`config.mk`:
```
export PLATFORM = sky130hd
export DESIGN_NAME = vector_lane_alu
export DESIGN_NICKNAME = d
export VERILOG_FILES = /design/src/rtl/vector_lane_alu.sv
export SDC_FILE = /design/constraint.sdc
export NUM_CORES = 2
export LEC_CHECK = 0
export CAP_MARGIN = 5
export CELL_PAD_IN_SITES_DETAIL_PLACEMENT = 0
export CELL_PAD_IN_SITES_GLOBAL_PLACEMENT = 2
export CORE_AREA = 2 2 609 611
export CTS_BUF_LIST = sky130_fd_sc_hd__clkbuf_8
export DETAILED_ROUTE_END_ITERATION = 12
export DIE_AREA = 0 0 611 613
export DONT_BUFFER_PORTS = 1
export PLACE_DENSITY_LB_ADDON = 0.1
export SLEW_MARGIN = 40
export SYNTH_ARGS = -nofsm -noshare
export SYNTH_HDL_FRONTEND = slang
export SYNTH_SLANG_ARGS = --single-unit
```
`constraint.sdc`:
```
create_clock -name clk -period 7.5 [get_ports clk]
set_input_delay 0.75 -clock clk [delete_from_list [all_inputs] [get_ports clk]]
set_output_delay 0.75 -clock clk [all_outputs]
set_load 0.01 [all_outputs]
```
`src/rtl/vector_lane_alu.sv`:
```
// vector_lane_alu
//   Multi-cycle, lane-parallel element-wise vector ALU. A vector of up to N elements is
//   processed through LANES shared ALU lanes, ceil(len/LANES) beats per operation, with a
//   start/busy/done handshake and a registered result file S plus its length S_len.
//
//   Build option: define VECTOR_LANE_ALU_SATURATE_EN to clamp add/sub/mult results to the
//   signed BITS range; when undefined those results wrap (low BITS bits of the wide result).
//
// Ports
//   clk, rst_n       clock, asynchronous active-low reset
//   A, A_len         operand vector A and its valid length
//   B, B_len         operand vector B and its valid length
//   scalar           broadcast operand used instead of B when scalar_sel=1
//   scalar_sel       selects scalar as the B operand for every element
//   op_sel           000 add, 001 sub, 010 mult, 011 signed cmp, 100 and, 101 or, 110 xor, 111 not A
//   start            one-cycle request, only honoured while idle
//   busy             high while running or signalling completion
//   done             one-cycle pulse once S/S_len hold the final result
//   S, S_len         result register file and result length
module vector_lane_alu #(
  parameter int unsigned BITS       = 8,
  parameter int unsigned N          = 64,
  parameter int unsigned LANES      = 4,
  parameter int unsigned MULT_SHIFT = 0
) (
  input  logic            clk,
  input  logic            rst_n,
  input  logic [BITS-1:0] A [N-1:0],
  input  logic [7:0]      A_len,
  input  logic [BITS-1:0] B [N-1:0],
  input  logic [7:0]      B_len,
  input  logic [BITS-1:0] scalar,
  input  logic            scalar_sel,
  input  logic [2:0]      op_sel,
  input  logic            start,
  output logic            busy,
  output logic            done,
  output logic [BITS-1:0] S [N-1:0],
  output logic [7:0]      S_len
);

  localparam int unsigned IdxW  = (N > 1) ? $clog2(N) : 1;
  localparam int unsigned WideW = 2 * BITS;
  localparam logic [7:0]  NLen  = 8'(N);

  typedef enum logic [1:0] {StIdle, StRun, StDone} state_e;

  state_e          state_q, state_d;
  logic [7:0]      beat_q;
  logic [7:0]      len_q;
  logic [2:0]      op_q;
  logic            ssel_q;
  logic [BITS-1:0] scalar_q;
  logic [BITS-1:0] s_q [N-1:0];
  logic [7:0]      s_len_q;

  logic [7:0]      len_max;
  logic [7:0]      len_in;
  logic            last_beat;
  logic [15:0]     lane_idx [LANES];
  logic [BITS-1:0] lane_a   [LANES];
  logic [BITS-1:0] lane_b   [LANES];
  logic [BITS-1:0] lane_res [LANES];

  // Reduce a wide signed arithmetic result to BITS, clamping or wrapping per build option.
  function automatic logic [BITS-1:0] reduce(input logic signed [WideW-1:0] v);
`ifdef VECTOR_LANE_ALU_SATURATE_EN
    logic signed [WideW-1:0] hi;
    logic signed [WideW-1:0] lo;
    hi = {{(WideW-BITS+1){1'b0}}, {(BITS-1){1'b1}}};
    lo = {{(WideW-BITS+1){1'b1}}, {(BITS-1){1'b0}}};
    if (v > hi) begin
      return hi[BITS-1:0];
    end else if (v < lo) begin
      return lo[BITS-1:0];
    end
    return v[BITS-1:0];
`else
    return BITS'(v);
`endif
  endfunction

  function automatic logic [BITS-1:0] alu(input logic [2:0]      op,
                                          input logic [BITS-1:0] a,
                                          input logic [BITS-1:0] b);
    logic signed [WideW-1:0] ax;
    logic signed [WideW-1:0] bx;
    logic [BITS-1:0]         r;
    // Sign-extend so add/sub/mult are exact in WideW before reduction.
    ax = WideW'($signed(a));
    bx = WideW'($signed(b));
    r  = '0;
    case (op)
      3'b000: r = reduce(ax + bx);
      3'b001: r = reduce(ax - bx);
      3'b010: r = reduce((ax * bx) >>> MULT_SHIFT);
      3'b011: begin
        if ($signed(a) > $signed(b)) begin
          r = BITS'(1);
        end else if (a == b) begin
          r = '0;
        end else begin
          r = '1;
        end
      end
      3'b100:  r = a & b;
      3'b101:  r = a | b;
      3'b110:  r = a ^ b;
      default: r = ~a;
    endcase
    return r;
  endfunction

  // Effective length: the longer operand, capped at the register file size.
  always_comb begin
    len_max = (A_len > B_len) ? A_len : B_len;
    len_in  = (len_max > NLen) ? NLen : len_max;
  end

  always_comb begin
    last_beat = ((16'(beat_q) + 16'd1) * 16'(LANES)) >= 16'(len_q);
  end

  // Lane operand fetch; indices past N (partial final beat) read zero and are never written.
  always_comb begin
    for (int l = 0; l < LANES; l++) begin
      lane_idx[l] = 16'(beat_q) * 16'(LANES) + 16'(l);
      lane_a[l]   = '0;
      lane_b[l]   = scalar_q;
      if (lane_idx[l] < 16'(N)) begin
        lane_a[l] = A[lane_idx[l][IdxW-1:0]];
        if (!ssel_q) begin
          lane_b[l] = B[lane_idx[l][IdxW-1:0]];
        end
      end
      lane_res[l] = alu(op_q, lane_a[l], lane_b[l]);
    end
  end

  // FSM: state register
  always_ff @(posedge clk or negedge rst_n) begin
    if (!rst_n) begin
      state_q <= StIdle;
    end else begin
      state_q <= state_d;
    end
  end

  // FSM: next state
  always_comb begin
    state_d = state_q;
    unique case (state_q)
      StIdle: begin
        if (start) begin
          state_d = (len_in == 8'd0) ? StDone : StRun;
        end
      end
      StRun: begin
        if (last_beat) begin
          state_d = StDone;
        end
      end
      StDone:  state_d = StIdle;
      default: state_d = StIdle;
    endcase
  end

  // FSM: outputs
  always_comb begin
    busy = (state_q != StIdle);
    done = (state_q == StDone);
  end

  // Datapath: command latch, beat counter, result file and length
  always_ff @(posedge clk or negedge rst_n) begin
    if (!rst_n) begin
      beat_q   <= '0;
      len_q    <= '0;
      op_q     <= '0;
      ssel_q   <= 1'b0;
      scalar_q <= '0;
      s_len_q  <= '0;
      for (int i = 0; i < N; i++) begin
        s_q[i] <= '0;
      end
    end else begin
      unique case (state_q)
        StIdle: begin
          if (start) begin
            beat_q   <= '0;
            len_q    <= len_in;
            op_q     <= op_sel;
            ssel_q   <= scalar_sel;
            scalar_q <= scalar;
            // Zero-length ops skip RUN, so publish the length now.
            if (len_in == 8'd0) begin
              s_len_q <= len_in;
            end
          end
        end
        StRun: begin
          beat_q <= beat_q + 8'd1;
          for (int i = 0; i < N; i++) begin
            if ((8'(i) < len_q) && (8'(i / LANES) == beat_q)) begin
              s_q[i] <= lane_res[i % LANES];
            end
          end
          // Length becomes visible together with done.
          if (last_beat) begin
            s_len_q <= len_q;
          end
        end
        default: ;
      endcase
    end
  end

  assign S     = s_q;
  assign S_len = s_len_q;

endmodule
```
Word-level counts from Yosys, hierarchy flattened
Cells that the tools add are included.
{ "totals": {"regBits": 550, "latchBits": 0, "ram_bits": 0, "rom_bits": 0, "wordCells": 403, "memories": 0} }
{ "classes": {"addsub": 13, "mul": 4, "div": 0, "order_cmp": 79, "eq_ne": 30, "n_shift": 0, "mux": 52, "bitwise_logic": 16, "reduce_logical": 138} }
{ "op_table": {"columns": ["op", "count"], "rows": [
  ["binary-select mux 8 bit (select 6 bit)", 6],
  ["2-to-1 mux 8 bit", 34],
  ["< comparator 6 x 8 -> 1 bit, first input constant", 32],
  ["one-hot mux 8 bit (7 select lines)", 4],
  ["AND reduction 2 bit", 67],
  ["< comparator 5 x 8 -> 1 bit, first input constant", 16],
  ["binary-select mux 8 bit (select 4 bit)", 2],
  ["== test 4 x 8 -> 1 bit, first input constant", 8],
  ["logical AND 1 bit", 64],
  ["< comparator 4 x 8 -> 1 bit, first input constant", 8],
  ["> comparator 8 bit", 5],
  ["< comparator 11 x 7 -> 1 bit, second input constant", 3],
  ["adder 8 bit", 4],
  ["AND 8 bit", 4],
  ["== test 3 x 8 -> 1 bit, first input constant", 4],
  ["== test 8 bit", 4],
  ["< comparator 3 x 8 -> 1 bit, first input constant", 4],
  ["multiplier 8 x 8 -> 8 bit", 4],
  ["NOT 8 bit", 4],
  ["OR 8 bit", 4],
  ["one-hot mux 8 bit (2 select lines)", 2],
  ["subtractor 8 bit", 4],
  ["XOR 8 bit", 4],
  ["< comparator 6 x 7 -> 1 bit, second input constant", 4],
  ["other kinds (24)", 37]
]} }

Logic depth before layout (Yosys ltp)
{ "depth": {"ltp_word": 9, "ltp_mapped": 33, "depth_no_buf": 25} }

Worst setup path after synthesis
No wires, ideal clock.
{ "synth_path": {"kind": "register to register", "from": "register beat_q[0]", "to": "register s_q, in the netlist S[127]", "setup_time_ps": 125, "arrival_ps": 6669, "required_time_ps": 7375, "path_slack_ps": 707, "path_stages_with_launch": 31, "synth_period_minus_slack_ps": 6793, "cell_sequence": "dfrtp_1 -> buf_6 -> buf_8 -> buf_6 -> buf_6 -> buf_6 -> buf_6 -> mux4_2 -> mux2i_1 -> mux2i_1 -> a21oi_1 -> inv_1 -> ha_1 -> inv_1 -> fa_1 -> inv_1 -> ha_1 -> fa_1 -> inv_1 -> fa_1 -> inv_1 -> ha_1 -> a21oi_1 -> xnor2_1 -> xnor2_1 -> xnor2_1 -> xnor3_1 -> mux2i_1 -> a31oi_2 -> buf_2 -> mux2_2"} }
{ "synth_between": {"elab_chain_cells": 9} }
{ "synth_rtl": {"columns": ["element", "line_no", "rtl"], "rows": [
  ["start, declared", "49", "logic [7:0] beat_q;"],
  ["start signal, assigned", "202", "beat_q <= beat_q + 8'd1;"],
  ["branches (longest 9 deep; another with adder 10 x 2 -> 11 bit)", null, null],
  ["end signal, assigned by index", "205", "s_q[i] <= lane_res[i % LANES];"],
  ["end, declared", "54", "logic [BITS-1:0] s_q [N-1:0];"]
]} }
Several ways; the timed one is not identified. The select of a mux whose other input is x is not followed.
A chain may end at the register's enable or synchronous reset.

Worst setup path in the final report
{ "layout_path": {"from": "register beat_q[1]", "to": "register s_q, in the netlist S[15]"} }
{ "layout_between": {"elab_chain_cells": 9} }
{ "layout_rtl": {"columns": ["element"], "rows": [
  ["branches (longest 9 deep; another with adder 10 x 1 -> 11 bit)"]
]} }
Several ways; the timed one is not identified. The select of a mux whose other input is x is not followed.

==> reports/summary.txt <==
CTS tree - built
Slew @ Worst Pin - 876 ps
Hold Startpoint - A_len[4]
slowest CP cell - fa_1
clk slew on worst S/H paths - 70 ps
H-tree levels - 3
Tmin final - 7130 ps
Worst Path Buf+Inv - 10
DRT Pass-1 Iters - 5
met3 GRT Util - 0.0435
Synth cell types - 85
initial core utilization - 0.105
critical path class - register to register
crit-path leading delay family - adder cells
die width - 611 um
Port Buf Inserts - 0
overall die height - 613 um
synthesized cell area - 0.0386 mm2
met1 Usage GRT - 0.187
Worst Skew - 70.6 ps
max-slew violations - 0
WL per Instance - 33.5 um
Place WS - 112 ps
grt total ovfl - 0
Ports - 1577
initial antenna violation count - 136
sequential area share after synthesis - 0.357
DR iter-0 viols - 1919
vias in the first global route - 31.7k
Area growth, synth to finish - 29.2%
GR peak layer - met2
setup tns final - 0 ps
critical path data arrival time - 7870 ps
wire length of the first global-routing pass - 357000 um
Synth Flop Type - dfrtp_1
finished layout cell area - 0.0499 mm2
M2 GR Usage - 0.241
TritonCTS buffer count - 119
Syn Inst Count - 3186
setup ws final - 366 ps
Critical Path Source Type - register
syn nets - 4487
worst r2r src - beat_q[1]
Site Rows - 223
Peak Freq - 140 MHz
# DRC - 0
Syn Area/Cell - 12.1 um2
gr usage total - 0.145
number of synthesized flops with an enable pin - 0
largest net degree at the start of global routing - 551
relative slew slack - 0.416
CORE AREA - 0.368 mm2
GPL Wtd Cong - 1.02
Final Hold Viols - 0
flops & latches, synth - 550
die area - 0.375 mm2
final WL - 283000 um
CP Data Required Time - 8230 ps
YS warnings - 0
CP Max Fanout - 41
Clk Latency, worst-skew pair - 870 ps
Worst Setup SP - beat_q[1]
worst hold path class - primary input to register
CP endpoint kind - register
ratio of cells with drive above 1 in the final layout - 0.398
fin crit share - 0.951
Via density - 3.51
count of final setup violators - 0
fin util - 0.136
status - completed
dpl cell area - 0.0465 mm2
RSZ-0062 raised after global routing - false
Root Buffer - clkbuf_8
asr flop ratio synth - 1.00
clk sink count - 550
Clock Path Buffers - 3
max-cap viol count - 0
CP peak stage delay - 600 ps
remaining antenna violation count after routing - 0
HPWL Detailed - 235000 um
routed vias - 29.7k
NumNets Final - 4709
CP most frequent cell - inv_1
[sequential cells by signal, indices dropped and copies added (netlist names)]
signal and cells:
S 512, S_len 8, beat_q 8, len_q 8
scalar_q 8, op_q 3, state_q 2, ssel_q 1
[kinds of logic (layout without fill, tap and decap cells)]
kind of cell,count (synthesis),after routing,synth area share
mux,912,912,0.338
flops,550,550,0.357
simple gates,495,495,0.0571
compound gates,483,483,0.0827
buf+inv,416,737,0.0541
fa+ha+maj,246,246,0.0907
xor+xnor,84,84,0.0212
other cells,0,100,0
[what timing repair did]
item                                    CTS  global route
hold buffers                             12             2
setup buffers                             0             3
cloned                                    0             3
endpoints found under the setup margin   10            76
endpoints found under the hold margin   562           316
resized for setup                         1            11
[Yosys cell counts (7+ instances only)]
library cell	number	share of area
dfrtp_1	550	0.36
mux2_2	535	0.16
mux4_2	244	0.14
inv_1	213	0.021
nor2_1	204	0.020
ha_1	190	0.062
a21oi_1	161	0.021
nand2_1	144	0.014
mux2i_1	119	0.031
clkbuf_1	90	0.0088
xnor2_1	58	0.013
fa_1	56	0.029
o21ai_0	54	0.0070
a22oi_1	53	0.010
nor2b_1	33	0.0054
buf_4	29	0.0056
nand3_1	27	0.0035
o22ai_1	27	0.0044
a211oi_1	25	0.0049
buf_6	23	0.0067
buf_1	22	0.0021
nor3_1	22	0.0029
a21o_1	19	0.0037
xor2_1	19	0.0043
buf_2	18	0.0023
a22o_1	15	0.0034
o22a_1	14	0.0032
and2_1	12	0.0019
nand2b_1	12	0.0019
o21a_1	12	0.0023
o21bai_1	12	0.0023
o31ai_1	12	0.0023
buf_12	10	0.0052
a21boi_0	9	0.0018
a31oi_1	9	0.0015
mux4_1	9	0.0061
nor4_1	9	0.0015
nand3b_1	7	0.0014
[per-layer routing]
layer / vias up / share of wire
met3: 250 / 0.072
met1: 15800 / 0.44
met5: - / 0.0010
met4: 42 / 0.015
met2: 1271 / 0.47
li1: 12300 / -
[final cells by class]
type,instances,area [um2]
sequential,550,13800
clock buffer,155,2130
inverter,218,818
antenna,100,250
clock inverter,65,524
timing repair buffer,299,2820
multi-input combinational,2220,23500
fill,41400,318000
tap,4837,6050
[stage by stage]
stage | cells | hold slack (ps)
finish | 8444 | 233
CTS | 8332 | -553
detailed placement | 8100 | 467
floorplan | 3186 | 454
global placement | 8097 | 471
global route | 8354 | 167
[final timing paths]
path                       endpoint  slack [ps]  cells after the start
max in group asynchronous    S[187]        5100                      4
hold reg to reg              S[452]         580                      1
hold / removal             len_q[4]         230                      4
min in group asynchronous    S[331]         610                      2
setup reg to reg              S[15]         370                     29
setup / recovery              S[15]         370                     29
[placed cells by master, fill, tap and decap left out, types with 12 or more instances in the layout]
cell type / count
a211oi_1: 24
a21o_1: 19
a21oi_1: 111
a21oi_2: 24
a21oi_4: 31
a22o_1: 15
a22oi_1: 46
buf_12: 24
buf_4: 247
clkbuf_8: 155
dfrtp_1: 543
diode_2: 100
dlygate4sd3_1: 13
fa_1: 56
ha_1: 190
inv_1: 250
mux2_2: 535
mux2i_1: 111
mux4_2: 244
nand2_1: 143
nand3_1: 26
nor2_1: 195
nor2b_1: 29
nor3_1: 15
o21ai_0: 53
o21bai_1: 12
o22a_1: 14
o22ai_1: 25
xnor2_1: 57
xor2_1: 19
[worst min-delay path, delay by kind of cell]
kind               cells  cell delay [ps]
and+or+nand+nor        2              160
AOI/OAI and AO/OA      2              150
Power is not shown: default switching activity piles up to over one toggle a cycle in this logic, so the estimate is an artifact.
